## config.mk

```make
export PLATFORM = sky130hd
export DESIGN_NAME = norm_seq_ctrl
export DESIGN_NICKNAME = d
export VERILOG_FILES = /design/src/rtl/norm_seq_ctrl.sv
export SDC_FILE = /design/constraint.sdc
export NUM_CORES = 1
export LEC_CHECK = 0
export CAP_MARGIN = 20
export CORE_MARGIN = 2
export CORE_UTILIZATION = 42
export DETAILED_ROUTE_END_ITERATION = 6
export GPL_TIMING_DRIVEN = 1
export PLACE_DENSITY_LB_ADDON = 0.15
export SLEW_MARGIN = 20
export SYNTH_ARGS = -nofsm -noshare
export SYNTH_HDL_FRONTEND = slang
export SYNTH_SLANG_ARGS = --single-unit
```

## constraint.sdc

```tcl
create_clock -name i_clk -period 2.27 [get_ports i_clk]
set_input_delay 0.227 -clock i_clk [delete_from_list [all_inputs] [get_ports i_clk]]
set_output_delay 0.227 -clock i_clk [all_outputs]
set_load 0.05 [all_outputs]
```

## src/rtl/norm_seq_ctrl.sv

```systemverilog
// Sequencer for the CIOS carry-normalization PE: walks T in an external word RAM, writing SOut back in place.
// Optional PE-done timeout is compiled in with `define NORM_SEQ_CTRL_TIMEOUT_EN.
module norm_seq_ctrl #(
    parameter int WORD_WIDTH     = 32,
    parameter int NUM_WORDS      = 16,
    parameter int ADDR_W         = $clog2(NUM_WORDS),
    parameter int TIMEOUT_CYCLES = 64
) (
    input  logic                  i_clk,
    input  logic                  i_rst,
    input  logic                  i_start,
    input  logic [WORD_WIDTH-1:0] i_c_init,
    output logic                  o_busy,
    output logic                  o_done,
    output logic                  o_err,
    output logic                  o_rd_en,
    output logic [ADDR_W-1:0]     o_rd_addr,
    input  logic [WORD_WIDTH-1:0] i_rd_data,
    output logic                  o_wr_en,
    output logic [ADDR_W-1:0]     o_wr_addr,
    output logic [WORD_WIDTH-1:0] o_wr_data,
    output logic                  o_pe_en,
    output logic [WORD_WIDTH-1:0] o_pe_cin,
    output logic [WORD_WIDTH-1:0] o_pe_s1,
    output logic [WORD_WIDTH-1:0] o_pe_s2,
    input  logic [WORD_WIDTH-1:0] i_pe_cout,
    input  logic [WORD_WIDTH-1:0] i_pe_sout,
    input  logic                  i_pe_done
);

    typedef enum logic [3:0] {
        S_IDLE   = 4'd0,
        S_FETCH0 = 4'd1,
        S_LAT0   = 4'd2,
        S_FETCH  = 4'd3,
        S_LAT    = 4'd4,
        S_ISSUE  = 4'd5,
        S_WAIT   = 4'd6,
        S_WRITE  = 4'd7,
        S_FINAL  = 4'd8,
        S_DONE   = 4'd9
    } state_t;

    localparam logic [ADDR_W-1:0] K_LAST    = ADDR_W'(NUM_WORDS - 2);
    localparam logic [ADDR_W-1:0] ADDR_LAST = ADDR_W'(NUM_WORDS - 1);
    localparam logic [ADDR_W-1:0] ADDR_ONE  = ADDR_W'(32'd1);

    state_t                r_state;
    state_t                w_state_nxt;
    logic [ADDR_W-1:0]     r_k;
    logic [ADDR_W-1:0]     w_k_nxt;
    logic                  w_timeout;
    logic [WORD_WIDTH-1:0] r_cin;
    logic [WORD_WIDTH-1:0] r_s1;
    logic [WORD_WIDTH-1:0] r_s2;
    logic [WORD_WIDTH-1:0] r_cout;

    logic                  r_busy;
    logic                  r_done;
    logic                  r_err;
    logic                  r_rd_en;
    logic [ADDR_W-1:0]     r_rd_addr;
    logic                  r_wr_en;
    logic [ADDR_W-1:0]     r_wr_addr;
    logic [WORD_WIDTH-1:0] r_wr_data;
    logic                  r_pe_en;

    logic                  w_busy_nxt;
    logic                  w_done_nxt;
    logic                  w_rd_en_nxt;
    logic [ADDR_W-1:0]     w_rd_addr_nxt;
    logic                  w_wr_en_nxt;
    logic [ADDR_W-1:0]     w_wr_addr_nxt;
    logic [WORD_WIDTH-1:0] w_wr_data_nxt;
    logic                  w_pe_en_nxt;

`ifdef NORM_SEQ_CTRL_TIMEOUT_EN
    localparam int TCNT_W = $clog2(TIMEOUT_CYCLES + 1);
    localparam logic [TCNT_W-1:0] TCNT_LAST = TCNT_W'(TIMEOUT_CYCLES - 1);
    logic [TCNT_W-1:0] r_tcnt;

    // Timeout counter: zero outside WAIT, so it restarts on every WAIT entry.
    always_ff @(posedge i_clk) begin
        if (i_rst) begin
            r_tcnt <= '0;
        end else if (r_state != S_WAIT) begin
            r_tcnt <= '0;
        end else begin
            r_tcnt <= r_tcnt + TCNT_W'(32'd1);
        end
    end
`endif

    // Next-state and iteration-index logic.
    always_comb begin
        w_state_nxt = r_state;
        w_k_nxt     = r_k;
        w_timeout   = 1'b0;
        case (r_state)
            S_IDLE: begin
                if (i_start) begin
                    w_state_nxt = S_FETCH0;
                    w_k_nxt     = '0;
                end else begin
                    w_state_nxt = S_IDLE;
                end
            end
            S_FETCH0: w_state_nxt = S_LAT0;
            S_LAT0:   w_state_nxt = S_FETCH;
            S_FETCH:  w_state_nxt = S_LAT;
            S_LAT:    w_state_nxt = S_ISSUE;
            S_ISSUE:  w_state_nxt = S_WAIT;
            S_WAIT: begin
                if (i_pe_done) begin
                    w_state_nxt = S_WRITE;
                end else begin
`ifdef NORM_SEQ_CTRL_TIMEOUT_EN
                    if (r_tcnt == TCNT_LAST) begin
                        w_state_nxt = S_DONE;
                        w_timeout   = 1'b1;
                    end else begin
                        w_state_nxt = S_WAIT;
                    end
`else
                    w_state_nxt = S_WAIT;
`endif
                end
            end
            S_WRITE: begin
                if (r_k == K_LAST) begin
                    w_state_nxt = S_FINAL;
                end else begin
                    w_k_nxt     = r_k + ADDR_ONE;
                    w_state_nxt = S_FETCH;
                end
            end
            S_FINAL: w_state_nxt = S_DONE;
            S_DONE:  w_state_nxt = S_IDLE;
            default: w_state_nxt = S_IDLE;
        endcase
    end

    // Outputs are decoded from the next state so the registered strobes line up with their state.
    assign w_busy_nxt    = (w_state_nxt != S_IDLE) && (w_state_nxt != S_DONE);
    assign w_done_nxt    = (w_state_nxt == S_DONE);
    assign w_rd_en_nxt   = (w_state_nxt == S_FETCH0) || (w_state_nxt == S_FETCH);
    assign w_rd_addr_nxt = (w_state_nxt == S_FETCH) ? (w_k_nxt + ADDR_ONE) : '0;
    assign w_wr_en_nxt   = (w_state_nxt == S_WRITE) || (w_state_nxt == S_FINAL);
    assign w_wr_addr_nxt = (w_state_nxt == S_FINAL) ? ADDR_LAST :
                           (w_state_nxt == S_WRITE) ? r_k : '0;
    assign w_wr_data_nxt = (w_state_nxt == S_WRITE) ? i_pe_sout :
                           (w_state_nxt == S_FINAL) ? r_cout : '0;
    assign w_pe_en_nxt   = (w_state_nxt == S_ISSUE);

    // State, index and registered control outputs.
    always_ff @(posedge i_clk) begin
        if (i_rst) begin
            r_state   <= S_IDLE;
            r_k       <= '0;
            r_busy    <= 1'b0;
            r_done    <= 1'b0;
            r_err     <= 1'b0;
            r_rd_en   <= 1'b0;
            r_rd_addr <= '0;
            r_wr_en   <= 1'b0;
            r_wr_addr <= '0;
            r_wr_data <= '0;
            r_pe_en   <= 1'b0;
        end else begin
            r_state   <= w_state_nxt;
            r_k       <= w_k_nxt;
            r_busy    <= w_busy_nxt;
            r_done    <= w_done_nxt;
            r_err     <= w_timeout;
            r_rd_en   <= w_rd_en_nxt;
            r_rd_addr <= w_rd_addr_nxt;
            r_wr_en   <= w_wr_en_nxt;
            r_wr_addr <= w_wr_addr_nxt;
            r_wr_data <= w_wr_data_nxt;
            r_pe_en   <= w_pe_en_nxt;
        end
    end

    // Operand registers; COut of one step becomes S1 of the next, CIn only seeds step 0.
    always_ff @(posedge i_clk) begin
        if (i_rst) begin
            r_cin  <= '0;
            r_s1   <= '0;
            r_s2   <= '0;
            r_cout <= '0;
        end else begin
            case (r_state)
                S_IDLE: begin
                    if (i_start) begin
                        r_cin <= i_c_init;
                    end
                end
                S_LAT0: r_s1 <= i_rd_data;
                S_LAT:  r_s2 <= i_rd_data;
                S_WAIT: begin
                    if (i_pe_done) begin
                        r_cout <= i_pe_cout;
                    end
                end
                S_WRITE: begin
                    r_s1  <= r_cout;
                    r_cin <= '0;
                end
                default: begin
                end
            endcase
        end
    end

    assign o_busy    = r_busy;
    assign o_done    = r_done;
    assign o_err     = r_err;
    assign o_rd_en   = r_rd_en;
    assign o_rd_addr = r_rd_addr;
    assign o_wr_en   = r_wr_en;
    assign o_wr_addr = r_wr_addr;
    assign o_wr_data = r_wr_data;
    assign o_pe_en   = r_pe_en;
    assign o_pe_cin  = r_cin;
    assign o_pe_s1   = r_s1;
    assign o_pe_s2   = r_s2;

endmodule

```

Yosys cells after proc, flatten, opt, wreduce, memory -nomap -nowiden
Cells that the tools add are included.
{ "word_totals": {"inputBits": 132, "regBits": 181, "out_inout_bits": 142, "wordCells": 58} }
{ "op_classes": {"n_reduce_logical": 10, "n_mux": 14, "bitwise_logic": 1, "n_eq_ne": 17, "addsub": 2} }
{ "ops": {"columns": ["op", "n"], "rows": [
  ["one-hot mux 32 bit (2 select lines)", 2],
  ["2-to-1 mux 32 bit", 3],
  ["one-hot mux 4 bit (9 select lines)", 1],
  ["== test 4 x 3 -> 1 bit (second input constant)", 6],
  ["2-to-1 mux 4 bit", 5],
  ["== test 4 bit (second input constant)", 4],
  ["== test 4 x 2 -> 1 bit (second input constant)", 3],
  ["adder 4 x 1 -> 4 bit (second input constant)", 2],
  ["== test 4 x 1 -> 1 bit (second input constant)", 2],
  ["one-hot mux 4 bit (2 select lines)", 1],
  ["zero test 4 bit", 1],
  ["inequality test 4 bit (second input constant)", 1],
  ["AND reduction 2 bit", 2],
  ["nonzero test 2 bit", 2],
  ["nonzero test 4 bit", 1],
  ["logical OR 1 bit", 2],
  ["2-to-1 mux 1 bit", 2],
  ["inequality test 2 bit (second input constant)", 1],
  ["OR reduction 2 bit", 1],
  ["logical AND 1 bit", 1],
  ["NOT 1 bit", 1]
]} }

Longest topological paths before layout
Gate-level depths: netlist of run 1.
{ "logic_depth": {"word_depth": 6, "ltp_mapped": 9, "depth_no_buf": 9} }

Least setup slack after synthesis of run 1
No wires, ideal clock.
{ "synth_timing": {"path_kind": "register to register", "start": "reg r_k[0]", "end": "reg r_rd_addr[1], in the netlist o_rd_addr[1]", "required_time_ps": 2154, "setup_ps": 116, "stages_incl_launch_ff": 8, "period_less_slack_ps": 1646, "n_path_buf": 0, "path_slack_ps": 624, "arrival_time_ps": 1531, "path_cell_list": "dfxtp_1 inv_1 ha_1 nand3_1 nand2_1 o21ai_0 ha_1 and3_1"} }
{ "synth_via": {"elab_cells_between_ends": 11, "classes_between": "add/sub: 2; eq/ne: 2; mux: 5; bitwise: 1; reduce/logical: 1"} }
{ "synth_rtl": {"columns": ["item", "line_no", "text"], "rows": [
  ["from (decl)", "50", "logic [ADDR_W-1:0] r_k;"],
  ["from (signal assigned)", "171", "r_k <= w_k_nxt;"],
  ["adder 4 x 1 -> 4 bit / == test 4 bit (equally long branches)", "133, 130", null],
  ["2-to-1 mux 4 bit", "130", "if (r_k == K_LAST) begin"],
  ["one-hot mux 4 bit (2 select lines) (*)", "99", "case (r_state)"],
  ["via w_k_nxt[0]", "51", "logic [ADDR_W-1:0] w_k_nxt;"],
  ["adder 4 x 1 -> 4 bit (*)", "147", "assign w_rd_addr_nxt = (w_state_nxt == S_FETCH) ? (w_k_nxt + ADDR_ONE) : '0;"],
  ["to (signal assigned)", "176", "r_rd_addr <= w_rd_addr_nxt;"],
  ["to (decl)", "62", "logic [ADDR_W-1:0] r_rd_addr;"]
]} }
Mark *: on every way through the listed nets, which the timed path passes. The rest lies on a longest branch.
A chain may end at the register's enable or synchronous reset.

Worst setup path after layout of run 1
Ends and elaborated chain as after synthesis.

==> out/summary.txt, run 1 <==
Status -> complete, no violations
CP Depth -> 7
Buf+Inv Stages, Crit Path -> 1
RePlAce Congestion -> 0.804
Unrepaired setup endpoints after global routing -> no
Largest family of logic cells by synthesized area -> simple AND/OR/NAND/NOR gates
# IOs -> 274
Core Area -> 0.0153 mm2
Antenna cells -> 0
Sw Share -> 0.329
Top-count cell post-synth -> nand2_1
Synth Area in Simple Gates -> 0.238
Post-synthesis cell area -> 0.00661 mm2
Root Driver -> clkbuf_16
NetSw -> 2.94 mW
Largest net degree at the start of global routing -> 71
P_int -> 5.98 mW
Count of different cell masters after synthesis -> 43
Min-Delay Path Class -> in -> reg
Most frequent cells after synthesis -> nand2_1, dfxtp_1, a21oi_1
Post-Synth Adder-Cell Area -> 0.00568
Post-synth ARST share -> 0
Clk pin slew, worst setup/hold paths -> 0.06 ns
#FFs+latches synth -> 181
Iter 0 DRT Violations -> 422
Worst VDD drop -> 0.000520 V
Top cell type's share of synthesized area -> 0.548
Xor/xnor share of the synthesized area -> 0.00530
NumNets Final -> 1201
Max Clock Skew -> 0.00803 ns
Synth area leaders -> dfxtp_1, nand2_1, a21oi_1
Combinational Power Share -> 0.281
Crit-path cells -> inv_1 > ha_1 > nand3_1 > nand2_1 > o21ai_0 > ha_1 > and3_1
Clk pwr share -> 0.317
GRT Overall Usage -> 0.239
CP top delay family -> adder cells
WS Path Type -> reg -> reg
Rows -> 45
Mean post-synth cell area -> 8.08 um2
Initial antenna violation count -> 0
Slew HR -> 0.613
Drt total wl -> 20100 um
Hold WS -> 0.303 ns
CTS tree -> yes
Post-synthesis mux area share -> 0.00151
DRT Pass-1 Iters -> 4
Via Count -> 6392
Worst Setup End Kind -> flip-flop
CTS H-Tree Depth -> 4
Sink Count -> 181
Hold_buf cts -> 0
Max Slew Vio Count -> 0
Clock tree buffer depth -> 2
DR WL/cell -> 15.5 um
Syn Nets -> 953
DRC Markers -> 0
Sequential share of power -> 0.402
Die area -> 0.0168 mm2
Compound-cell area share of the yosys netlist -> 0.156
Area Growth Syn to Fin -> 52.5%
Final Setup Violations -> 0
Worst skew pair latency -> 0.42 ns
CP max stage delay -> 0.44 ns
Max-Cap Viols -> 0
Max Fclk -> 529 MHz
Die width -> 129 um
Leakage -> 3.51 nW
Period utilization -> 0.833
Worst r2r path cells -> 7
DR vias/cell -> 4.96
Synth area leader -> dfxtp_1
Vias in the first global route -> 6162
Worst Hold Path Cells -> 2
Cell Pwr Density -> 885 mW/mm2
Initial Utilization -> 0.431
Post_cts resized -> 0
Layout cells sized above 1 -> 0.0538
Syn Inst Count -> 818
Port bufs -> 272
Req. time, crit path -> 2.58 ns
Startpoint types -> flip-flop
Worst-Margin Slew -> 0.579 ns
Slowest CP cell -> dfxtp_1
GRT overflow -> 0
Setup_tns -> 0 ns
Final hold vios -> 0
DP HPWL -> 14300 um
Number of synthesized flops with an enable pin -> 0
Ys flop type -> dfxtp_1
Final Critical Period -> 1.89 ns
CP Max Fanout -> 8
CP arrival -> 2.21 ns
Die Span Y -> 129 um
Post-synthesis sequential area ratio -> 0.548
ANT nets after route -> 0
First-pass GRT wire length -> 31300 um
Num CTS Buffers -> 17
Post-CTS Setup Inserts -> 0
Yosys warning count -> 0
Most used cell, CP -> ha_1
==> final timing paths <==
path                                                start                   endpoint  slack (ns)
worst max-delay path                    r_k[0]$_SDFF_PP0_    o_rd_addr[1]$_SDFF_PP0_        0.38
worst min-delay path                                i_rst      r_state[3]$_SDFF_PP0_        0.30
worst max register to register          r_k[0]$_SDFF_PP0_    o_rd_addr[1]$_SDFF_PP0_        0.38
worst min register to register  o_pe_cin[11]$_SDFFE_PP0P_  o_pe_cin[11]$_SDFFE_PP0P_        0.45
==> registers in the layout, indices dropped and copies added, names as in the netlist <==
name,cells
o_wr_en,1
o_rd_addr,4
o_busy,1
r_k,4
o_done,1
o_pe_s2,32
r_state,4
o_wr_data,32
o_rd_en,1
o_pe_s1,32
r_cout,32
o_pe_en,1
o_pe_cin,32
o_wr_addr,4
==> kinds of logic after synthesis <==
group                      after synthesis
and+or+nand+nor                        384
DFF                                    181
AOI/OAI and AO/OA                      177
buffers and inverters                   67
xor gates and xnor gates                 4
adders and majority gates                3
other                                    1
muxes                                    1
==> through the flow <==
| stage | setup WS [ns] | total power [mW] | instances | utilization | area [um2] |
|---|---|---|---|---|---|
| 4_1_cts | 0.373 | 8.99 | 1290 | 0.658 | 10100 |
| 2_1_floorplan | 0.624 | 5.24 | 818 | - | 6610 |
| 3_5_place_dp | 0.372 | 6.16 | 1258 | 0.621 | 9510 |
| 6_report | 0.379 | 8.91 | 1290 | 0.658 | 10100 |
| 5_1_grt | 0.188 | 9.31 | 1290 | 0.658 | 10100 |
| 3_3_place_gp | 0.435 | 6.15 | 1258 | 0.621 | 9510 |
==> layer usage <==
metal	global-route usage	wire [um]	vias to the layer above
met1	0.279	8110	2926
met3	0.0929	1970	20
met5	0	0	-
met2	0.410	9720	232
li1	-	-	3214
met4	0.0696	259	0
==> final cells by class <==
cell class                      instances  area, um2
Clock buffer                           25        495
Fill cell                            1361       5240
Tap cell                              211        264
Clock inverter                          7       71.3
Inverter                                3       11.3
Sequential cell                       181       3620
Multi-Input combinational cell        570       2710
Timing Repair Buffer                  293       2900
==> power by group through the flow <==
stage | Clock [mW] | Combinational, mW | Sequential, mW
2_1_floorplan | 0 | 0.718 | 4.52
6_report | 2.82 | 2.50 | 3.59
3_5_place_dp | 0 | 2.51 | 3.65
5_1_grt | 3.02 | 2.68 | 3.62
3_3_place_gp | 0 | 2.51 | 3.64
4_1_cts | 2.88 | 2.52 | 3.59
==> cell usage in the layout, fill, tap and decap left out, types with 4 or more instances in the layout <==
master | Yosys | layout
nand2_1 | 287 | 287
clkdlybuf4s50_1 | 0 | 271
dfxtp_1 | 181 | 181
a21oi_1 | 132 | 132
nor2_1 | 47 | 47
a311oi_1 | 32 | 32
buf_4 | 5 | 20
clkbuf_16 | 0 | 17
nand3_1 | 14 | 14
nor2b_1 | 6 | 6
o21ai_0 | 5 | 5
nor3_1 | 5 | 4
clkbuf_8 | 0 | 4
clkbuf_1 | 37 | 4
Power figures use the tool's default switching activity.
==> run 2: changes to the inputs <==
Clock period 2.27 ns to 1.83 ns, I/O delays scaled along.
==> run 2 against run 1 <==
Sequential power up 24%. Sequential cell count is the same. Critical path depth down 6. Design area grew 1.8%. Clock-buffer cell count fell by 4.
==> out/summary.txt, run 2 (same netlist as run 1, synthesis figures left out) <==
Final Cell Area -> 0.0103 mm2 (was 0.0101 mm2)
Via Count -> 6454 (was 6392)
Antenna cells -> 0 (unchanged)
Final Critical Period -> 1.79 ns
Cells after DPL -> 1267 (was 1258)
GRT Overall Usage -> 0.241 (was 0.239)
Cell Pwr Density -> 1090 mW/mm2 (was 885 mW/mm2)
CP arrival -> 1.61 ns (was 2.21 ns)
Max Clock Skew -> 0.00654 ns (was 0.00803 ns)
Initial antenna violation count -> 0 (unchanged)
Slowest CP cell -> clkdlybuf4s50_1 (was dfxtp_1)
Die Span Y -> 129 um (unchanged)
GRT overflow -> 0 (unchanged)
Final Setup Violations -> 0 (unchanged)
Largest net degree at the start of global routing -> 71 (unchanged)
ANT nets after route -> 0 (unchanged)
Clock tree buffer depth -> 2 (unchanged)
CP max stage delay -> 0.82 ns (was 0.44 ns)
Req. time, crit path -> 1.65 ns (was 2.58 ns)
Unrepaired setup endpoints after global routing -> no (unchanged)
Slew HR -> 0.617 (was 0.613)
Iter 0 DRT Violations -> 390 (was 422)
Worst-Margin Slew -> 0.573 ns (was 0.579 ns)
Max Slew Vio Count -> 0 (unchanged)
WS Path Type -> reg -> out (was reg -> reg)
Slack of the worst reg-to-reg path -> 0.12 ns (was 0.38 ns)
Initial Utilization -> 0.431 (unchanged)
# IOs -> 274 (unchanged)
Final hold vios -> 0 (unchanged)
CTS tree -> yes (unchanged)
Period utilization -> 0.979
Startpoint types -> flip-flop (unchanged)
DRT Pass-1 Iters -> 4 (unchanged)
Commonest non-fill, non-tap cell in the layout -> nand2_1 (unchanged)
Max-Cap Viols -> 0 (unchanged)
Root Driver -> clkbuf_16 (unchanged)
Num CTS Buffers -> 17 (unchanged)
CTS H-Tree Depth -> 4 (unchanged)
Status -> complete, no violations (unchanged)
Rows -> 45 (unchanged)
Core Area -> 0.0153 mm2 (unchanged)
Die width -> 129 um (unchanged)
DR WL/cell -> 15.9 um (was 15.5 um)
R2r endpoint -> o_rd_addr[3]$_SDFF_PP0_ (was o_rd_addr[1]$_SDFF_PP0_)
NumNets Final -> 1211 (was 1201)
Vias in the first global route -> 6224 (was 6162)
Crit-path cells -> clkdlybuf4s50_1 (was inv_1 > ha_1 > nand3_1 > nand2_1 > o21ai_0 > ha_1 > and3_1)
Non-filler cells in the finished layout -> 1300 (was 1290)
Worst Hold Launch -> i_rst (unchanged)
DP HPWL -> 14600 um (was 14300 um)
Commonest non-fill, non-tap cells in the layout -> nand2_1, clkdlybuf4s50_1, dfxtp_1 (unchanged)
Area Growth Syn to Fin -> 55.2% (was 52.5%)
DRC Markers -> 0 (unchanged)
Total power -> 11.2 mW (was 8.91 mW)
Port bufs -> 272 (unchanged)
Fillers -> 1351 (was 1361)
Min-Delay Path Class -> in -> reg (unchanged)
Hold_buf cts -> 0 (unchanged)
CP top delay family -> buffers and inverters (was adder cells)
Die area -> 0.0168 mm2 (unchanged)
Hold WS -> 0.100 ns (was 0.303 ns)
Max Fclk -> 558 MHz
RR Startpoint -> r_state[3]$_SDFF_PP0_ (was r_k[0]$_SDFF_PP0_)
RePlAce Congestion -> 0.824 (was 0.804)
Leakage -> 3.67 nW (was 3.51 nW)
Layout cells sized above 1 -> 0.0735 (was 0.0538)
Hold EP -> o_pe_cin[16]$_SDFFE_PP0P_ (was r_state[3]$_SDFF_PP0_)
Worst r2r path cells -> 5 (was 7)
Buf+Inv Stages, Crit Path -> 1 (unchanged)
Clk pin slew, worst setup/hold paths -> 0.07 ns (was 0.06 ns)
First-pass GRT wire length -> 31500 um (was 31300 um)
Worst Hold Path Cells -> 2 (unchanged)
Worst Setup End Kind -> primary output (was flip-flop)
CP Max Fanout -> 1 (was 8)
DR vias/cell -> 4.96 (about the same)
Worst VDD drop -> 0.000710 V (was 0.000520 V)
Worst skew pair latency -> 0.43 ns (was 0.42 ns)
Sink Count -> 181 (unchanged)
Placed Area -> 0.00962 mm2 (was 0.00951 mm2)
Drt total wl -> 20700 um (was 20100 um)
==> run 2: cell types whose count changed in the layout (fill, tap and decap cells not counted), moves of 4 or more <==
cell             delta
clkdlybuf4s50_1     -5
dfxtp_1             -4
buf_4               +5
clkbuf_1            -4
dlymetal6s2s_1      +5
buf_12              +4
==> run 2: worst max-delay path by stage <==
stage | from | end | cells past startpoint
after CTS | r_state[1]$_SDFF_PP0_ | o_rd_addr[3]$_SDFF_PP0_ | 5
after floorplan | r_k[0]$_SDFF_PP0_ | o_rd_addr[1]$_SDFF_PP0_ | 7
after detailed placement | r_state[2]$_SDFF_PP0_ | o_rd_addr[3]$_SDFF_PP0_ | 5
after global placement | r_state[2]$_SDFF_PP0_ | o_rd_addr[3]$_SDFF_PP0_ | 5
after global routing | o_pe_s1[3]$_SDFFE_PP0P_ | o_pe_s1[3] | 1
final | o_wr_data[14]$_SDFF_PP0_ | o_wr_data[14] | 1
==> run 2: through the flow <==
stage | utilization | setup WS [ns] | TNS [ns]
floorplan | - | 0.184 | 0
global placement | 0.628 | 0.00286 | 0
detailed placement | 0.628 | -0.00285 | -0.00285
CTS | 0.667 | 0.00144 | 0
global route | 0.670 | 0.0000235 | 0
finish | 0.670 | 0.0389 | 0
==> run 2: repair_timing <==
| action | 4_1_cts | 5_1_grt |
|---|---|---|
| pin swaps | 1 | 3 |
| setup endpoints to repair | 1 | 45 |
| resized for setup | 1 | 16 |
| buffers inserted | 1 | 2 |
==> run 2: layer usage <==
metal,global-route usage,vias to the layer above,routed length (um)
met3,0.0892,25,1880
met2,0.412,227,10000
li1,-,3233,-
met4,0.0791,0,301
met1,0.282,2969,8500
met5,0,-,0
==> run 2: cell type report <==
class | count | area (um2) | area share
flip-flops and latches | 181 | 3630 | 0.354
repair buffers | 303 | 3040 | 0.297
multi-input cells | 570 | 2720 | 0.265
clock buffers | 21 | 480 | 0.0469
well taps | 211 | 264 | 0.0257
clock inverters | 11 | 98.8 | 0.00964
inverters | 3 | 11.3 | 0.00110
==> run 2: power breakdown <==
group / switching (mW) / internal (mW)
logic: 1.99 / 1.16
registers: 0.179 / 4.28
clock network: 1.54 / 2.02
==> RTL edit 1: new RTL, settings of run 2 <==
Add a define of `NORM_SEQ_CTRL_TIMEOUT_EN`.
--- a/src/rtl/norm_seq_ctrl.sv
+++ b/src/rtl/norm_seq_ctrl.sv
@@ -1,5 +1,7 @@
 // Sequencer for the CIOS carry-normalization PE: walks T in an external word RAM, writing SOut back in place.
 // Optional PE-done timeout is compiled in with `define NORM_SEQ_CTRL_TIMEOUT_EN.
+`define NORM_SEQ_CTRL_TIMEOUT_EN
+
 module norm_seq_ctrl #(
     parameter int WORD_WIDTH     = 32,
     parameter int NUM_WORDS      = 16,
Check against the original RTL: same outputs for any inputs over 4 cycles, from zero or initial values and one cycle with i_rst high; that may be too few to reach the edited logic, so the function may still have changed.
==> RTL edit 1 against run 2 <==
Sequential cell count increased by 8. Combinational power fell by 39%. Synthesized area up 4.5%. Design area increased by 6.5%. Critical path depth up 7. The run now ends with negative setup slack left. Via count increased by 6.8%. Fmax shrank 3.8%. Die area rose by 4.4%. Worst setup slack got worse by 71 ps. Critical path type is now flop to flop. Register-to-register slack lost 150 ps. Clock skew up 1.7 ps. Routed wire length is 6.3% higher. Power fell by 8.8%. Largest power group unchanged.
==> RTL edit 1: results (changes against run 2) <==
Run status: finished, violations left (was finished, final reports clean)
Violated checks: negative setup slack
Number of fillers in the final layout: 1,379 (was 1,351)
Input/output buffers: 273 (was 272)
RePlAce Congestion: 0.7999 (was 0.8235)
Top cell types by occurrence after synthesis: 275 x sky130_fd_sc_hd__nand2_1, 189 x sky130_fd_sc_hd__dfxtp_1, 126 x sky130_fd_sc_hd__a21oi_1 (was 287 x sky130_fd_sc_hd__nand2_1, 181 x sky130_fd_sc_hd__dfxtp_1, 132 x sky130_fd_sc_hd__a21oi_1)
Slew at the pin with the worst max-slew slack: 563.0 ps (was 573.4 ps)
Post-Synth XOR/XNOR Area: 0.8878% (was 0.5302%)
Final WS setup: -32.13 ps (was 38.91 ps)
Delay-heaviest family, CP: compound AO/OA/AOI/OAI gates (was buffers and inverters)
CP Max Fanout: 5 (was 1)
Chip width: 132.2 microns (was 129.4 microns)
First-pass GRT wire length: 34,450 microns (was 31,550 microns)
Via count of the first global-routing pass: 6,700 (was 6,224)
Peak ir drop on the vdd network: 589.7 uV (was 709.7 uV)
Cell area after placement: 10,110 sq um (was 9624 sq um)
Final Skew: 8.231 ps (was 6.541 ps)
GR Util All Layers: 24.55% (was 24.14%)
Mapped Cells: 847 (was 818)
Synthesized netlist net count: 983 (was 953)
Post-synthesis adder-cell area fraction: 0.7248% (was 0.5681%)
Final count of negative-setup-slack endpoints: 1 (was 0)
Number of cells on the worst reg-to-reg path: 8 (was 5)
Compound-cell area share of the yosys netlist: 16.60% (was 15.62%)
Capture point of the worst reg-to-reg path: o_busy$_SDFF_PP0_ (was o_rd_addr[3]$_SDFF_PP0_)
Post-synthesis sequential area ratio: 54.79% (was 54.84%)
Worst-case hold slack: 141.0 ps (was 100.1 ps)
Pre-CTS worst setup slack: -222.6 ps (was -2.851 ps)
Post-detailed-route wirelength per cell: 16.18 microns (was 15.90 microns)
Cell leakage power: 3.877 nW (was 3.674 nW)
Final Non-Filler Cells: 1,358 (was 1,300)
Count of routing violations after the opening detailed-route iteration: 382 (was 390)
Synth cell types: 49 (was 43)
[RTL edit 1: area by class of cell]
cell class	instances	area (sq um)	area share, %
Multi-Input combinational cell	586	2979	27.29
Sequential cell	189	3797	34.79
Inverter	8	30.03	0.2751
Timing Repair Buffer	331	3236	29.64
Clock buffer	18	439.2	4.023
Clock inverter	10	165.2	1.513
Tap cell	216	270.3	2.476
[RTL edit 1: routing by layer]
layer | global-route usage (%) | vias up | wire [microns]
met5 | 0 | - | 0
met4 | 7.885 | 0 | 327
met3 | 8.151 | 26 | 1874
met2 | 41.81 | 276 | 10830
met1 | 29.31 | 3208 | 8941
li1 | - | 3385 | -
[RTL edit 1: worst min path at each step]
stage                              startpoint                        end  cells after the start
global route                            i_rst      r_state[1]$_SDFF_PP0_                      2
CTS                                     i_rst          r_k[3]$_SDFF_PP0_                      2
finish                                  i_rst          r_k[3]$_SDFF_PP0_                      2
detailed placement   o_pe_s2[14]$_SDFFE_PP0N_   o_pe_s2[14]$_SDFFE_PP0N_                      2
global placement    o_pe_cin[14]$_SDFFE_PP0P_  o_pe_cin[14]$_SDFFE_PP0P_                      2
floorplan                        i_rd_data[0]    o_pe_s2[0]$_SDFFE_PP0N_                      2
[RTL edit 1: logic make-up (layout without fill, tap and decap cells)]
logic type	after synthesis	in the layout
buf+inv	72	367
mux	2	2
simple gates	384	384
xor+xnor	7	7
flops	189	189
fa+ha+maj	4	4
compound gates	189	189
[RTL edit 1: what timing repair did]
action,CTS,global route
resized for setup,13,29
endpoints found under the setup margin,47,51
pin swaps,4,5
buffers inserted,2,4
[RTL edit 1: report_power, final]
part / switching (mW) / internal (mW)
clock: 1.56 / 2.30
sequential: 0.103 / 4.30
combinational: 1.14 / 0.790
==> RTL edit 2: new RTL, flow settings as in run 2 <==
Made on the original files. Encoding of `state_t`: now one-hot (10 bits for 10 states).
--- a/src/rtl/norm_seq_ctrl.sv
+++ b/src/rtl/norm_seq_ctrl.sv
@@ -28,17 +28,17 @@
     input  logic                  i_pe_done
 );
 
-    typedef enum logic [3:0] {
-        S_IDLE   = 4'd0,
-        S_FETCH0 = 4'd1,
-        S_LAT0   = 4'd2,
-        S_FETCH  = 4'd3,
-        S_LAT    = 4'd4,
-        S_ISSUE  = 4'd5,
-        S_WAIT   = 4'd6,
-        S_WRITE  = 4'd7,
-        S_FINAL  = 4'd8,
-        S_DONE   = 4'd9
+    typedef enum logic [9:0] {
+        S_IDLE   = 10'b0000000001,
+        S_FETCH0 = 10'b0000000010,
+        S_LAT0   = 10'b0000000100,
+        S_FETCH  = 10'b0000001000,
+        S_LAT    = 10'b0000010000,
+        S_ISSUE  = 10'b0000100000,
+        S_WAIT   = 10'b0001000000,
+        S_WRITE  = 10'b0010000000,
+        S_FINAL  = 10'b0100000000,
+        S_DONE   = 10'b1000000000
     } state_t;
 
     localparam logic [ADDR_W-1:0] K_LAST    = ADDR_W'(NUM_WORDS - 2);
Behaviour: same outputs for any inputs over 4 cycles, from zero or initial values and one cycle with i_rst high; so few cycles prove little.
==> RTL edit 2 against run 2 <==
The flow now finishes with violations (negative setup slack). Routed wire length grew 31%. Synthesized area is 2.4% higher. Sequential cell count increased by 6. Design area grew 24%. Register-to-register slack worse by 310 ps. Worst setup slack worse by 230 ps. Critical path type is now flop to flop. Critical endpoint is now o_rd_addr[3]$_SDFF_PP0_.
Power is not compared: it rests on default switching activity, and its combinational part moved more than twofold at a synthesized area within 25%.
==> RTL edit 2: results (changes against run 2) <==
Via count: 6,972 (was 6,454)
Number of inverters outside the clock class in the layout: 4 (was 3)
Total clock sinks: 187 (was 181)
Portion of the layout cell area used by non-clock buffers: 33.20% (was 29.69%)
Post-synthesis sequential area ratio: 55.30% (was 54.84%)
Max-slew headroom at the worst pin: 60.15% (was 61.71%)
CP Max Fanout: 4 (was 1)
Number of non-clock buffers: 371 (was 303)
Via count of the first global-routing pass: 6,198 (was 6,224)
Cell class with the largest area share: non-clock buffers (was sequential cells)
Detailed Place HPWL: 13,840 microns (was 14,640 microns)
Post-CTS setup buffer count: 16 (was 1)
Synthesized netlist net count: 891 (was 953)
Wire length on met2: 13,390 microns (was 9997 microns)
Compound-cell area share of the yosys netlist: 16.49% (was 15.62%)
Fraction of final layout cells sized beyond drive strength 1: 33.94% (was 7.346%)
Area occupied by registers: 3752 sq um (was 3633 sq um)
Top cell types by occurrence after synthesis: 187 x sky130_fd_sc_hd__dfxtp_1, 164 x sky130_fd_sc_hd__nand2_1, 99 x sky130_fd_sc_hd__a21oi_1 (was 287 x sky130_fd_sc_hd__nand2_1, 181 x sky130_fd_sc_hd__dfxtp_1, 132 x sky130_fd_sc_hd__a21oi_1)
# clk buffers: 22 (was 21)
Run status: finished, violations left (was finished, final reports clean)
Cells taking the most area after synthesis: sky130_fd_sc_hd__dfxtp_1 55%, sky130_fd_sc_hd__nand2_1 9.1%, sky130_fd_sc_hd__a21oi_1 7.3% (was sky130_fd_sc_hd__dfxtp_1 55%, sky130_fd_sc_hd__nand2_1 16%, sky130_fd_sc_hd__a21oi_1 10%)
Final count of negative-setup-slack endpoints: 158 (was 0)
Final WS setup: -194.8 ps (was 38.91 ps)
Chip width: 131.0 microns (was 129.4 microns)
Synth cell types: 46 (was 43)
Post-synthesis adder-cell area fraction: 0.5545% (was 0.5681%)
Final-layout setup total negative slack: -14,700 ps (was 0 ps)
Total number of multi-input combinational cells: 505 (was 570)
Violated checks: negative setup slack
Post-detailed-route wirelength per cell: 20.66 microns (was 15.90 microns)
Mapped Cells: 756 (was 818)
Delay-heaviest family, CP: simple AND/OR/NAND/NOR gates (was buffers and inverters)
GR Util All Layers: 25.36% (was 24.14%)
Amount of wire on met3 after detailed routing: 1801 microns (was 1882 microns)
Portion of the clock cycle consumed by the worst path in the final layout: 110.6% (was 97.87%)
Final Skew: 10.99 ps (was 6.541 ps)
Cell area after placement: 10,020 sq um (was 9624 sq um)
GRT met1 Usage: 31.41% (was 28.23%)
Cell Count Post-Placement: 1,231 (was 1,267)
Met3 capacity usage during global routing: 8.225% (was 8.918%)
RePlAce Congestion: 0.8023 (was 0.8235)
Critical-path cell with the highest stage delay: sky130_fd_sc_hd__or4_4 (was sky130_fd_sc_hd__clkdlybuf4s50_1)
==> RTL edit 2: changes by cell type in the layout (fill, tap and decap cells not counted), sizes merged, moves of 31 or more <==
| cell | change |
|---|---|
| a211oi | +32 |
| a311oi | -31 |
| nor2 | +31 |
| a22oi | +32 |
| mux2i | +33 |
| nand2 | -122 |
| a21oi | -32 |
| buf | +57 |
==> RTL edit 2: final timing paths <==
kind,startpoint,endpoint,slack [ps],cells past startpoint
worst max-delay path,r_state[7]$_SDFF_PP0_,o_rd_addr[3]$_SDFF_PP0_,-190,8
worst min-delay path,i_rst,r_k[3]$_SDFF_PP0_,130,2
worst max register to register,r_state[7]$_SDFF_PP0_,o_rd_addr[3]$_SDFF_PP0_,-190,8
worst min register to register,o_pe_s2[23]$_SDFFE_PP0P_,o_pe_s2[23]$_SDFFE_PP0P_,450,2
